==> src/rtl/pc_pkg.sv <==
// Shared definitions for the program-counter unit: FSM state encoding and
// default vectors used by pc_unit and pc_redirect_buf.
package pc_pkg;

    // FSM state encoding (kept as plain constants for legacy tool flows)
    typedef logic [1:0] pc_state_t;
    localparam pc_state_t BOOT = 2'd0;
    localparam pc_state_t RUN  = 2'd1;
    localparam pc_state_t HOLD = 2'd2;

    localparam logic [31:0] DEFAULT_RESET_VECTOR = 32'h0040_0000;
    localparam logic [31:0] DEFAULT_EXC_VECTOR   = 32'h0040_0004;

    // Low PC bits that must be zero in any loaded target
    localparam logic [1:0] ALIGN_MASK = 2'b11;

endpackage

==> src/rtl/pc_redirect_buf.sv <==
// One-entry pending-redirect register. A capture loads (or overwrites) the
// stored target; a clear drops it and wins over a simultaneous capture.
module pc_redirect_buf
    import pc_pkg::*;
#(
    parameter int unsigned WIDTH = 32
) (
    input  logic             clk,
    input  logic             rst_n,
    input  logic             capture,
    input  logic [WIDTH-1:0] capture_target,
    input  logic             clear,
    output logic             valid,
    output logic [WIDTH-1:0] target
);

    // Hold the most recent captured redirect until it is consumed or cleared
    always_ff @(posedge clk or negedge rst_n) begin
        if (!rst_n) begin
            valid  <= 1'b0;
            target <= '0;
        end else if (clear) begin
            valid  <= 1'b0;
        end else if (capture) begin
            valid  <= 1'b1;
            target <= capture_target;
        end
    end

endmodule

==> src/rtl/pc_unit.sv <==
// Program-counter unit: sequential fetch-address generation with redirect,
// stall/backpressure hold and a one-entry pending redirect.
// Optional exception PC support is enabled by defining PC_UNIT_EPC_EN.
module pc_unit
    import pc_pkg::*;
#(
    parameter int unsigned      WIDTH        = 32,
    parameter logic [WIDTH-1:0] RESET_VECTOR = WIDTH'(DEFAULT_RESET_VECTOR),
    parameter int unsigned      STEP         = 4
`ifdef PC_UNIT_EPC_EN
    ,
    parameter logic [WIDTH-1:0] EXC_VECTOR   = WIDTH'(DEFAULT_EXC_VECTOR)
`endif
) (
    input  logic             clk,
    input  logic             rst_n,
    input  logic             stall,
    input  logic             fetch_ready,
    input  logic             redirect_valid,
    input  logic [WIDTH-1:0] redirect_target,
`ifdef PC_UNIT_EPC_EN
    input  logic             exc_req,
    input  logic             eret,
    output logic [WIDTH-1:0] epc_out,
`endif
    output logic [WIDTH-1:0] pc_out,
    output logic             pc_valid,
    output logic             misalign
);

    pc_state_t        state_q, state_d;
    logic [WIDTH-1:0] pc_d;
    logic             misalign_d;
    logic             hold;
    logic             live_valid;
    logic [WIDTH-1:0] live_target_raw;
    logic [WIDTH-1:0] live_target;
    logic             live_take;
    logic             pend_valid;
    logic [WIDTH-1:0] pend_target;
    logic             pend_capture;
    logic             pend_clear;

`ifdef PC_UNIT_EPC_EN
    logic [WIDTH-1:0] epc_q;

    // eret behaves as a live redirect back past the excepting instruction
    assign live_valid      = redirect_valid | eret;
    assign live_target_raw = eret ? epc_q + WIDTH'(STEP) : redirect_target;
    assign epc_out         = epc_q;

    // Record the PC of the instruction taking the exception
    always_ff @(posedge clk or negedge rst_n) begin
        if (!rst_n) begin
            epc_q <= '0;
        end else if (exc_req) begin
            epc_q <= pc_out;
        end
    end
`else
    assign live_valid      = redirect_valid;
    assign live_target_raw = redirect_target;
`endif

    assign pc_valid    = (state_q != BOOT);
    assign hold        = stall | (pc_valid & ~fetch_ready);
    assign live_target = {live_target_raw[WIDTH-1:2], live_target_raw[1:0] & ~ALIGN_MASK};
    // Outside HOLD only stall blocks a redirect; inside HOLD it must see the exit condition
    assign live_take   = live_valid & ~stall & ((state_q != HOLD) | fetch_ready);

    // Next PC / state selection in priority order
    always_comb begin
        pc_d         = pc_out;
        state_d      = state_q;
        pend_capture = 1'b0;
        pend_clear   = 1'b0;
        misalign_d   = 1'b0;
`ifdef PC_UNIT_EPC_EN
        if (exc_req) begin
            pc_d       = EXC_VECTOR;
            pend_clear = 1'b1;
            state_d    = RUN;
        end else
`endif
        begin
            misalign_d = live_valid & (|(live_target_raw[1:0] & ALIGN_MASK));
            if (live_take) begin
                pc_d       = live_target;
                pend_clear = 1'b1;
                state_d    = RUN;
            end else if (hold) begin
                pend_capture = live_valid;
                state_d      = (state_q == BOOT) ? RUN : HOLD;
            end else if (pend_valid) begin
                pc_d       = pend_target;
                pend_clear = 1'b1;
                state_d    = RUN;
            end else if (pc_valid) begin
                pc_d    = pc_out + WIDTH'(STEP);
                state_d = RUN;
            end else begin
                state_d = RUN;
            end
        end
    end

    // PC, FSM state and misalign pulse registers
    always_ff @(posedge clk or negedge rst_n) begin
        if (!rst_n) begin
            state_q  <= BOOT;
            pc_out   <= RESET_VECTOR;
            misalign <= 1'b0;
        end else begin
            state_q  <= state_d;
            pc_out   <= pc_d;
            misalign <= misalign_d;
        end
    end

    pc_redirect_buf #(
        .WIDTH(WIDTH)
    ) u_redirect_buf (
        .clk            (clk),
        .rst_n          (rst_n),
        .capture        (pend_capture),
        .capture_target (live_target),
        .clear          (pend_clear),
        .valid          (pend_valid),
        .target         (pend_target)
    );

endmodule

==> config.mk <==
export PLATFORM = sky130hd
export DESIGN_NAME = pc_unit
export DESIGN_NICKNAME = d
export VERILOG_FILES = /design/src/rtl/pc_pkg.sv /design/src/rtl/pc_redirect_buf.sv /design/src/rtl/pc_unit.sv
export SDC_FILE = /design/constraint.sdc
export NUM_CORES = 1
export LEC_CHECK = 0
export BUFFER_PORTS_ARGS = -buffer_cell sky130_fd_sc_hd__buf_2
export CAP_MARGIN = 25
export CELL_PAD_IN_SITES_DETAIL_PLACEMENT = 0
export CELL_PAD_IN_SITES_GLOBAL_PLACEMENT = 1
export CORE_UTILIZATION = 44
export CTS_CLUSTER_DIAMETER = 80
export CTS_CLUSTER_SIZE = 20
export DETAILED_ROUTE_END_ITERATION = 8
export PLACE_DENSITY_LB_ADDON = 0.25
export SLEW_MARGIN = 20
export SYNTH_ARGS = -nofsm -noshare
export SYNTH_HDL_FRONTEND = slang
export SYNTH_HIERARCHICAL = 1
export SYNTH_SLANG_ARGS = --single-unit
==> constraint.sdc <==
create_clock -name clk -period 3.2 [get_ports clk]
set_clock_uncertainty 0.15 [all_clocks]
set_input_delay 0.64 -clock clk [delete_from_list [all_inputs] [get_ports clk]]
set_output_delay 0.64 -clock clk [all_outputs]
set_load 0.02 [all_outputs]
Word level (Yosys, flattened, before mapping)
Index checks and enable logic that the tools add are counted.
{"block": "totals", "register_bits": 66, "in_bits": 37, "output_inout_bits": 34, "elab_cells": 38}
{"block": "op_classes", "addsub": 1, "n_eq_ne": 2, "muxes": 14, "bitwise": 9, "reduce_logical": 7}
{"operator": "two-way mux 32 bit", "n": 4}
{"operator": "adder 32 x 3 -> 32 bit, second input constant", "n": 1}
{"operator": "two-way mux 1 bit", "n": 7}
{"operator": "two-way mux 2 bit", "n": 3}
{"operator": "AND 1 bit", "n": 4}
{"operator": "AND reduction 2 bit", "n": 2}
{"operator": "nonzero test 2 bit", "n": 2}
{"operator": "NOT 1 bit", "n": 3}
{"operator": "nonzero test 3 bit", "n": 1}
{"operator": "logical NOT 2 bit", "n": 1}
{"operator": "!= test 2 x 1 -> 1 bit, second input constant", "n": 1}
{"operator": "!= test 2 bit, second input constant", "n": 1}
{"operator": "OR 1 bit", "n": 2}
{"operator": "OR reduction 2 bit", "n": 1}

Longest topological paths before layout
Gate-level depths: netlist of run 1.
{"block": "logic_depth", "ltp_word": 7, "mapped_depth": 9, "depth_no_buf": 6}

Cells and area by module
The synthesis of run 1 kept the hierarchy.
{"mod": "pc_unit", "n_inst": 1, "cells_each": 315, "area_per_inst_um2": 2600.0, "seq_area_each_um2": 877.1}
{"mod": "pc_redirect_buf", "n_inst": 1, "cells_each": 72, "area_per_inst_um2": 1391.3, "seq_area_each_um2": 825.8}

Least setup slack after synthesis of run 1
OpenSTA, ideal clock, no wires.
{"block": "synth_timing", "kind": "input -> register", "from": "input port stall", "to": "register u_redirect_buf.target[10]", "setup_ns": 0.125, "arrival_ns": 2.245, "t_required_ns": 2.925, "setup_slack_ns": 0.680, "path_stages": 9, "path_buffers": 3, "path_cell_list": "clkbuf_1 -> nand2b_1 -> o21ai_0 -> nand2_1 -> inv_1 -> nor2b_4 -> buf_6 -> buf_12 -> mux2_4"}
{"block": "synth_between", "elab_chain_cells": 6, "elab_cells_between_ends": 10, "classes_between": "mux: 4; bitwise: 5; reduce/logical: 1"}
{"item": "start, declared", "line": "pc_unit.sv:17", "source": "input logic stall,"}
{"item": "NOT 1 bit", "line": "pc_unit.sv:69", "source": "assign live_take = live_valid & ~stall & ((state_q != HOLD) | fetch_ready);"}
{"item": "AND 1 bit (2 in a row)", "line": "pc_unit.sv:69"}
{"item": "two-way mux 1 bit (*)", "line": "pc_unit.sv:87", "source": "if (live_take) begin"}
{"item": "net pend_clear", "line": "pc_unit.sv:42", "source": "logic pend_clear;"}
{"item": "NOT 1 bit (no line) (*)"}
{"item": "AND reduction 2 bit (no line) (*)"}
{"item": "end signal, assigned", "line": "pc_redirect_buf.sv:26", "source": "target <= capture_target;"}
{"item": "end, declared", "line": "pc_redirect_buf.sv:14", "source": "output logic [WIDTH-1:0] target"}
Mark *: on every way through the listed nets, which the timed path passes. The rest lies on a longest branch.
A chain may end at the register's enable or synchronous reset.

Worst setup path after layout of run 1
{"block": "layout_timing", "from": "register state_q[0]", "to": "register u_redirect_buf.target[31]"}
{"block": "layout_between", "elab_chain_cells": 7, "elab_cells_between_ends": 12, "classes_between": "eq/ne: 1; mux: 4; bitwise: 5; reduce/logical: 2"}
{"item": "start, declared", "line": "pc_unit.sv:31", "source": "pc_state_t state_q, state_d;"}
{"item": "start signal, assigned", "line": "pc_unit.sv:114", "source": "state_q <= state_d;"}
{"item": "nonzero test 2 bit", "line": "pc_unit.sv:65", "source": "assign pc_valid = (state_q != BOOT);"}
{"item": "AND 1 bit", "line": "pc_unit.sv:66", "source": "assign hold = stall | (pc_valid & ~fetch_ready);"}
{"item": "OR 1 bit", "line": "pc_unit.sv:66"}
{"item": "two-way mux 1 bit", "line": "pc_unit.sv:91", "source": "end else if (hold) begin"}
{"item": "two-way mux 1 bit (*)", "line": "pc_unit.sv:87"}
{"item": "net pend_clear", "line": "pc_unit.sv:42"}
{"item": "NOT 1 bit (no line) (*)"}
{"item": "AND reduction 2 bit (no line) (*)"}
Marked as above.

==> results.toml, run 1 <==
[outcome]
status = "finished clean"

[sta]
slew_violations = 0
rsz0062_at_grt = "false"
fmax_mhz = 410.6
max_slew_margin_pct = 64.13
timing.hold.ws_ns = 0.1368
min_period_over_period_pct = 76.12
setup_tns_ns = 0
worst_pin_slew_ns = 0.5351
min_period_ns = 2.436
finalHoldViolCount = 0
finalSetupViolCount = 0

[detailed_routing]
wl_mm = 10.31
vias = 3314
firstDrtPassIters = 4
drc = 0
via_per_inst = 5.814
drt_iter0_drc = 154
drt-wirelength-per-cell_um = 18.09
ant_nets = 0

[cts]
cts_hold_buf = 0
cts_tree = "done"
clk_latency_ns = 0.35
clockRootBuffer = "clkbuf_8"
cts_setup_buffers = 0
cts_resized = 0
cts_made_buffers = 9
cts_buffer_depth = 2
cts.sinks = 68
clk_pin_slew_ns = 0.07
cts.htree.levels = 3

[power_and_ir_drop]
power.density_mw_per_mm2 = 798.4
p_switching_mw = 1.431
internal_power_mw = 2.287
pwr-share-seq_pct = 40.0
clockPowerShare_pct = 23.7
combPwrFrac_pct = 36.3
p_leak_nw = 2.088
vdd_drop_max_uv = 356.7
total_power_mw = 3.718
p_sw_share_pct = 38.49

[critical_path]
worst_ep_required_time_ns = 3.27
crit_type = "flop to flop"
arrival_ns = 2.51
crit_start = "state_q[0]"
rr_startpoint = "state_q[0]"
worst-r2r-cell-count = 7
start_kind = "flop"
cp_max_fo = 17
end_kind = "flop"

[grt]
grt_pass1_wl_mm = 16.93
grt_use_met2_pct = 34.99
grtUsageMet3_pct = 3.669
grt_start_max_net_pins = 69
use_met1_pct = 31.66
groute.usage.overall_pct = 22.49
overflow = 0
top_usage_layer = "met2"
grt_pass1_vias = 3234
antenna_found_initial = 0

[place]
globalplace.congestion = 0.8545
dp_hpwl_mm = 7.157
port_buffers = 70

[synthesis]
synthFlopType = "dfrtp_1"
postSynthCellCount = 387
syn_area_mm2 = 0.003991
yosys_register_bits = 68
synthArstFlopShare_pct = 100.0
ys_types = 71
syn_area_per_cell_um2 = 10.31
ys_seq_area_share_pct = 42.66
yosysWarnings = 6
synth_enable_flop_cells = 0

[layout]
drive_gt1_share_pct = 31.60
diodes = 0
fin_nets = 495
syn_to_final_growth_pct = 16.68

[die]
die_h_um = 97.24
rows = 34
top_level_ports = 71
initial_utilization_pct = 45.55
dieArea_mm2 = 0.009456
die_x_um = 97.24
core_area_mm2 = 0.008763

[min_path]
hold_path.class = "input pin to asynchronous set/reset pin"

[run]
maxCapViolCount = 0
==> layer usage <==
metal / share of wire (%) / vias to the layer above
li1: - / 1575
met1: 48 / 1621
met2: 45 / 102
met3: 4.1 / 16
met4: 1.9 / 0
met5: 0 / -
==> placed cells by master, fill, tap and decap left out, types with 8 or more instances in the layout <==
| cell | instances |
|---|---|
| nor2_1 | 19 |
| a21oi_1 | 24 |
| clkbuf_8 | 10 |
| xor2_1 | 9 |
| nand2_1 | 39 |
| inv_1 | 9 |
| mux2_4 | 30 |
| nand3_1 | 19 |
| nand4_1 | 13 |
| dfrtp_1 | 67 |
| o21ai_1 | 8 |
| buf_2 | 70 |
| and3_1 | 8 |
| o21ai_0 | 19 |
| buf_4 | 11 |
==> worst max-delay path, stage by stage (launching register included) <==
cell and delay, ns:
dfrtp_1 0.45, nor3b_2 0.43, o21ai_0 0.20, nand2_1 0.17, inv_1 0.10, nor2b_4 0.12
buf_4 0.32, mux2_2 0.37
==> path summary, 6_finish.rpt <==
| path | slack (ns) | to |
|---|---|---|
| worst max-delay path | 0.76 | u_redirect_buf/target[31] |
| worst min-delay path | 0.14 | u_redirect_buf/target[21] |
| worst max register to register | 0.76 | u_redirect_buf/target[31] |
| worst min register to register | 0.36 | u_redirect_buf/target[31] |
| max in group asynchronous | 2.40 | pc_out[22] |
| min in group clk | 0.35 | misalign |
==> kinds of logic (layout without fill, tap and decap cells) <==
family / count (synthesis) / count (layout) / synth area share (%)
multiplexers: 40 / 40 / 13.89
XOR/XNOR: 12 / 12 / 2.633
flip-flops: 68 / 68 / 42.66
adder cells (fa/ha/maj): 1 / 1 / 0.3134
other: 1 / 2 / 0.09395
AO/OA/AOI/OAI: 101 / 101 / 16.93
AND/OR/NAND/NOR: 131 / 131 / 18.18
buffers and inverters: 33 / 107 / 5.298
==> registers in the layout, summed over array words and instances (netlist names) <==
register and cells:
misalign 1, pc_out 32, state_q 2, u_redirect_buf/target 32, u_redirect_buf/valid 1
==> power by group through the flow <==
stage / sequential, mW / combinational [mW] / clock [mW]
after CTS: 1.49 / 1.35 / 0.901
after global routing: 1.54 / 1.48 / 0.932
after global placement: 1.49 / 1.33 / 0
after detailed placement: 1.50 / 1.35 / 0
after floorplan: 1.62 / 0.781 / 0
final: 1.49 / 1.35 / 0.882
==> stage by stage <==
step / worst slack [ns] / utilization (%) / instance area (um^2) / std cells
CTS: 0.7668 / 53.14 / 4657 / 570
global route: 0.6027 / 53.14 / 4657 / 570
detailed placement: 0.4937 / 50.30 / 4408 / 554
floorplan: 0.6797 / - / 3995 / 388
global placement: 0.5461 / 50.30 / 4408 / 554
finish: 0.7643 / 53.14 / 4657 / 570
==> final cells by class <==
type,count,area [um^2]
clock inverters,6,111.4
inverters,9,33.78
flip-flops and latches,68,1703
multi-input cells,287,2083
well taps,108,135.1
clock buffers,10,137.6
repair buffers,82,452.9
fillers,852,4106
==> synthesized netlist by cell type, drive strengths merged, types with 7 or more instances <==
cell	count	area (um^2)
mux2	33	484.2
dfrtp	67	1677
and3	8	50.05
a22oi	7	52.55
xor2	9	78.83
nor2	21	81.33
nand4	14	93.84
nand2	39	146.4
o21ai	27	135.1
nand3	19	95.09
mux2i	7	70.07
clkbuf	9	33.78
buf	15	143.9
a21oi	25	136.4
inv	9	33.78
No activity file was read; power rests on OpenSTA's default activity.
==> inputs of run 2 (changes only) <==
- ABC_AREA: not set -> 1
- CORE_UTILIZATION: 44 -> 37
- clock period: 3.2 -> 2 ns (I/O delays scaled with it)
==> run 2 against run 1 <==
Against the previous run: register-to-register slack got worse by 0.61 ns; non-clock buffer count is 10 higher; synthesized cell count rose by 60%; area after synthesis rose by 9.4%; utilization down 7.6 points; largest cell class unchanged; total power grew 96%; via count up 29%; setup slack got worse by 0.61 ns; highest routed layer unchanged; hold slack hardly changed; sequential share of layout area shrank 3.9 points; count of clock-buffer cells in the layout up 5.
==> results.toml, run 2 <==
[synthesis]
yosys.area_share.simple_pct = 38.84
synth_enable_flop_cells = 0
yosys-top-cells-area = "dfrtp_1 (38%), nand2_1 (17%), nor2_1 (8.8%)"
synth_fa_ha_area_share_pct = 0.2866
yosys_register_bits = 68
yosysTopAreaCell = "dfrtp_1"
synthFlopType = "dfrtp_1"
synth_most_common_cell = "nand2_1"
synth_top_family_by_area = "simple AND/OR/NAND/NOR gates"
syn_area_mm2 = 0.004365
synth-compound-area-share_pct = 11.67
synth_xor_area_share_pct = 1.404
synth_mux_area_share_pct = 0
ys_seq_area_share_pct = 39.01
postSynthCellCount = 620
ys_types = 38
syn_area_per_cell_um2 = 7.041
synth_commonest_cells = "nand2_1 (193), nor2_1 (102), nand3_1 (70)"
netlist.area_leader.share_pct = 38.41
yosysWarnings = 6
synthArstFlopShare_pct = 100.0

[layout]
diodes = 0
drive_gt1_share_pct = 23.71
largestRegisters = "pc_out: 32 flops, u_redirect_buf/target: 32 flops, state_q: 2 flops"
final_common_cell = "nand2_1"
fin_nets = 734
final_core_util_pct = 45.52
nFillCells = 1208
syn_to_final_growth_pct = 19.58
finalNonFillerCells = 843
layout_common_cells = "nand2_1 (193), nor2_1 (100), nand3_1 (70), buf_2 (70), dfrtp_1 (67)"
multiInputGateArea_mm2 = 0.002300
seq_area_mm2 = 0.001703

[die]
die_x_um = 110.6
initial_utilization_pct = 38.07
die_h_um = 110.6
dieArea_mm2 = 0.01224
top_level_ports = 71
core_area_mm2 = 0.01147
rows = 39

[grt]
grt_pass1_vias = 4188
groute.usage.overall_pct = 22.38
antenna_found_initial = 0
overflow = 0
grt_start_max_net_pins = 69
grt_pass1_wl_mm = 21.71

[sta]
min_period_ns = 1.842
setup_tns_ns = 0
finalWorstSetupSlack_ns = 0.1584
min_period_over_period_pct = 92.08
rsz0062_at_grt = "true"
slew_violations = 0
finalHoldViolCount = 0
finalSetupViolCount = 0
fmax_mhz = 543.0

[critical_path]
crit_start = "state_q[1]"
ff2ff_setup_slack_ns = 0.16
start_kind = "flop"
rr_endpoint = "u_redirect_buf/target[12]"
worst-r2r-cell-count = 8
arrival_ns = 1.29
cp_max_fo = 3
crit_type = "flop to primary output"
rr_startpoint = "state_q[1]"
end_kind = "primary output"
worst_ep_required_time_ns = 1.45

[place]
dp_cells = 827
globalplace.congestion = 0.8713
dp_hpwl_mm = 9.311
port_buffers = 70
pre_cts_slack_ns = 0.03915

[run]
maxCapViolCount = 0

[cts]
cts_buffer_depth = 2
cts_tree = "done"
clockRootBuffer = "clkbuf_16"
clk_pin_slew_ns = 0.05
clk_latency_ns = 0.34
cts_made_buffers = 9
cts.htree.levels = 3
cts.sinks = 68

[power_and_ir_drop]
vdd_drop_max_uv = 608.6
p_leak_nw = 2.583
power.density_mw_per_mm2 = 1396

[min_path]
whs_endpoint = "misalign"
hold_path.class = "input pin to flop"
whs_path_depth = 3
min_from = "redirect_target[0]"

[detailed_routing]
ant_nets = 0
wl_met2_mm = 5.936
via_per_inst = 5.062
highest_layer = "met4"
drt-wirelength-per-cell_um = 15.43
dr_wl_met3_um = 506
firstDrtPassIters = 4
drt_iter0_drc = 203
vias = 4267
wl_met1_mm = 6.350
wl_mm = 13.01
drc = 0

[outcome]
status = "finished clean"
-- run 2: changes by cell type after synthesis, sizes merged, moves of 17 or more --
| cell | previous run | this run |
|---|---|---|
| nand2 | 39 | 201 |
| nor2 | 21 | 122 |
| nand3 | 19 | 70 |
| mux2 | 33 | 0 |
| inv | 9 | 41 |
| a21oi | 25 | 42 |
-- run 2: area by class of cell --
| cell class | count | area share (%) |
|---|---|---|
| clock buffers | 15 | 5.896 |
| repair buffers | 92 | 10.88 |
| multi-input cells | 483 | 44.06 |
| flip-flops and latches | 68 | 32.62 |
| inverters | 42 | 3.116 |
| well taps | 143 | 3.428 |
-- run 2: critical path, cell delays in order, from the launching register on --
cell,delay (ns)
dfrtp_1,0.37
or2_0,0.26
buf_4,0.17
buf_2,0.15
-- run 2: power breakdown --
| group | total, mW | switching, mW | internal (mW) |
|---|---|---|---|
| clock network | 1.63 | 0.589 | 1.04 |
| logic | 3.19 | 2.04 | 1.15 |
| registers | 2.47 | 0.598 | 1.87 |
-- run 2: worst max path at each step --
stage	end	slack [ns]	cells after the start
6_report	pc_valid	0.16	3
5_1_grt	pc_out[30]	-0.005	10
4_1_cts	u_redirect_buf/target[14]	0.01	8
3_5_place_dp	u_redirect_buf/valid	0.04	7
3_3_place_gp	u_redirect_buf/target[7]	0.12	8
2_1_floorplan	u_redirect_buf/target[19]	0.16	9
-- run 2: cell families after synthesis --
logic type / Yosys count
other: 1
buffers and inverters: 70
flip-flops: 68
adder cells (fa/ha/maj): 1
AO/OA/AOI/OAI: 74
XOR/XNOR: 7
AND/OR/NAND/NOR: 399
-- run 2: routing by layer --
| layer | global-route usage (%) | vias up |
|---|---|---|
| li1 | - | 2115 |
| met1 | 30.77 | 2053 |
| met2 | 35.57 | 83 |
| met3 | 3.348 | 16 |
| met4 | 8.356 | 0 |
| met5 | 0 | - |
-- run 2: repair_timing --
action	in CTS	in global routing
hold buffers	1	0
setup endpoints to repair	0	37
hold endpoints to repair	67	0
resized for setup	0	3
setup buffers	0	0
-- run 2: per-stage QoR --
| stage | hold slack, ns | area, um^2 | total power, mW |
|---|---|---|---|
| 2_1_floorplan | -0.04559 | 4369 | 4.575 |
| 3_3_place_gp | 0.3042 | 4891 | 5.636 |
| 3_5_place_dp | 0.3089 | 4891 | 5.680 |
| 4_1_cts | 0.1297 | 5209 | 7.338 |
| 5_1_grt | 0.1529 | 5220 | 7.835 |
| 6_report | 0.1370 | 5220 | 7.288 |
==> inputs of run 3 (changes only) <==
- CORE_MARGIN: not set -> 2
- CORE_UTILIZATION: 37 -> 25
- GPL_ROUTABILITY_DRIVEN: not set -> 0
==> run 3 against run 2 <==
Against the previous run: register-to-register slack better by 0.06 ns; design area rose by 6.1%; sequential share of layout area decreased by 1.9 points; fmax grew 1.1%.
==> results.toml, run 3 (synthesis results as in run 2) <==
[critical_path]
cp_max_fo = 3
cpMaxStageDelayCell = "dfrtp_1"
end_kind = "primary output"
crit_start = "state_q[1]"
arrival_ns = 1.27
worst-r2r-cell-count = 9
crit_type = "flop to primary output"
crit_chain = "or2_0 -> buf_4 -> buf_2"
start_kind = "flop"
worst_ep_required_time_ns = 1.45
rr_startpoint = "pc_out[17]"
crit_path_max_incr_delay_ns = 0.37

[sta]
slew_violations = 0
fmax_mhz = 549.0
timing.hold.ws_ns = 0.1240
min_period_over_period_pct = 91.07
min_period_ns = 1.821
finalSetupViolCount = 0
finalHoldViolCount = 0
setup_tns_ns = 0
rsz0062_at_grt = "false"

[layout]
finalInstanceArea_mm2 = 0.005537
layout_common_cells = "nand2_1 (192), nor2_1 (100), nand3_1 (70), buf_2 (70), dfrtp_1 (67)"
fin_nets = 752
syn_to_final_growth_pct = 26.83
final_common_cell = "nand2_1"
nFillCells = 1913
drive_gt1_share_pct = 25.73
largestRegisters = "pc_out: 32 flops, u_redirect_buf/target: 32 flops, state_q: 2 flops"
finalNonFillerCells = 944
diodes = 0

[detailed_routing]
drc = 0
drt-wirelength-per-cell_um = 15.48
drt_iter0_drc = 312
ant_nets = 0
wl_mm = 14.61
vias = 4256
firstDrtPassIters = 7
via_per_inst = 4.508

[die]
die_x_um = 136.1
rows = 48
dieArea_mm2 = 0.01853
top_level_ports = 71
initial_utilization_pct = 25.42
core_area_mm2 = 0.01718
die_h_um = 136.1

[power_and_ir_drop]
clockPowerShare_pct = 23.5
internal_power_mw = 4.403
combPwrFrac_pct = 45.9
vdd_drop_max_uv = 482.3
p_sw_share_pct = 43.05
power.density_mw_per_mm2 = 1396
p_leak_nw = 2.701
total_power_mw = 7.731
p_switching_mw = 3.329
pwr-share-seq_pct = 30.5

[min_path]
whs_path_depth = 3
hold_path.class = "input pin to flop"
min_from = "redirect_target[0]"

[cts]
clockRootBuffer = "clkbuf_16"
cts_made_buffers = 9
clk_latency_ns = 0.34
cts_buffer_depth = 2
clk_pin_slew_ns = 0.05
cts_tree = "done"
cts.htree.levels = 3
cts.sinks = 68

[place]
port_buffers = 70
dp_cells = 927
dp_hpwl_mm = 10.60
place_area_mm2 = 0.005179

[grt]
overflow = 0
grt_start_max_net_pins = 69
grt_pass1_wl_mm = 24.12
antenna_found_initial = 0
groute.usage.overall_pct = 16.98
grt_pass1_vias = 4439

[outcome]
status = "finished clean"

[run]
maxCapViolCount = 0
[run 3: cell count changes in the layout (fill, tap and decap cells not counted), moves of 2 or more]
cell / delta
buf_12: +4
buf_4: +14
bufinv_16: +2
clkbuf_8: -3
[run 3: per-layer routing]
metal	routed length, um	up-vias	track usage (%)
met2	6668	85	26.58
li1	-	2162	-
met3	609	15	2.461
met5	0	-	0
met4	219	0	5.440
met1	7116	1994	24.04
[run 3: through the flow]
step	worst slack [ns]	util, %
5_1_grt	0.01939	32.23
3_3_place_gp	0.1283	30.15
3_5_place_dp	0.1244	30.15
4_1_cts	0.1304	32.18
2_1_floorplan	0.1636	-
6_report	0.1786	32.23
[run 3: path summary, 6_finish.rpt]
| kind | end | slack, ns |
|---|---|---|
| max | pc_valid | 0.18 |
| min | misalign | 0.12 |
| max reg2reg | pc_out[27] | 0.22 |
| min reg2reg | u_redirect_buf/target[14] | 0.32 |
| max in group asynchronous | pc_out[22] | 0.89 |
| min in group asynchronous | u_redirect_buf/target[13] | 0.47 |
[run 3: layout make-up]
cell class	count	area (um^2)	area share (%)
Inverter	42	162.7	2.938
Clock inverter	3	67.56	1.220
Sequential cell	68	1703	30.76
Tap cell	225	281.5	5.085
Multi-Input combinational cell	483	2298	41.51
Timing Repair Buffer	110	753.2	13.60
Clock buffer	13	270.3	4.881
[run 3: critical path: cells and delay by family, from the launching register on]
kind / cells / cell delay (ns)
flip-flops: 1 / 0.37
buffers and inverters: 2 / 0.31
AND/OR/NAND/NOR: 1 / 0.25
[run 3: power groups by stage]
stage / logic [mW] / registers [mW] / clock network [mW]
after floorplan: 1.86 / 2.71 / 0
after global placement: 3.57 / 2.38 / 0
after detailed placement: 3.58 / 2.38 / 0
after CTS: 3.60 / 2.36 / 1.88
after global routing: 4.00 / 2.43 / 1.93
final: 3.55 / 2.36 / 1.82
[run 3: repair_timing]
action                                  4_1_cts  5_1_grt
buffers inserted                              0        0
endpoints found under the setup margin        0        2
hold buffers                                  1        0
endpoints found under the hold margin        67        0
gates resized for setup                       0        3
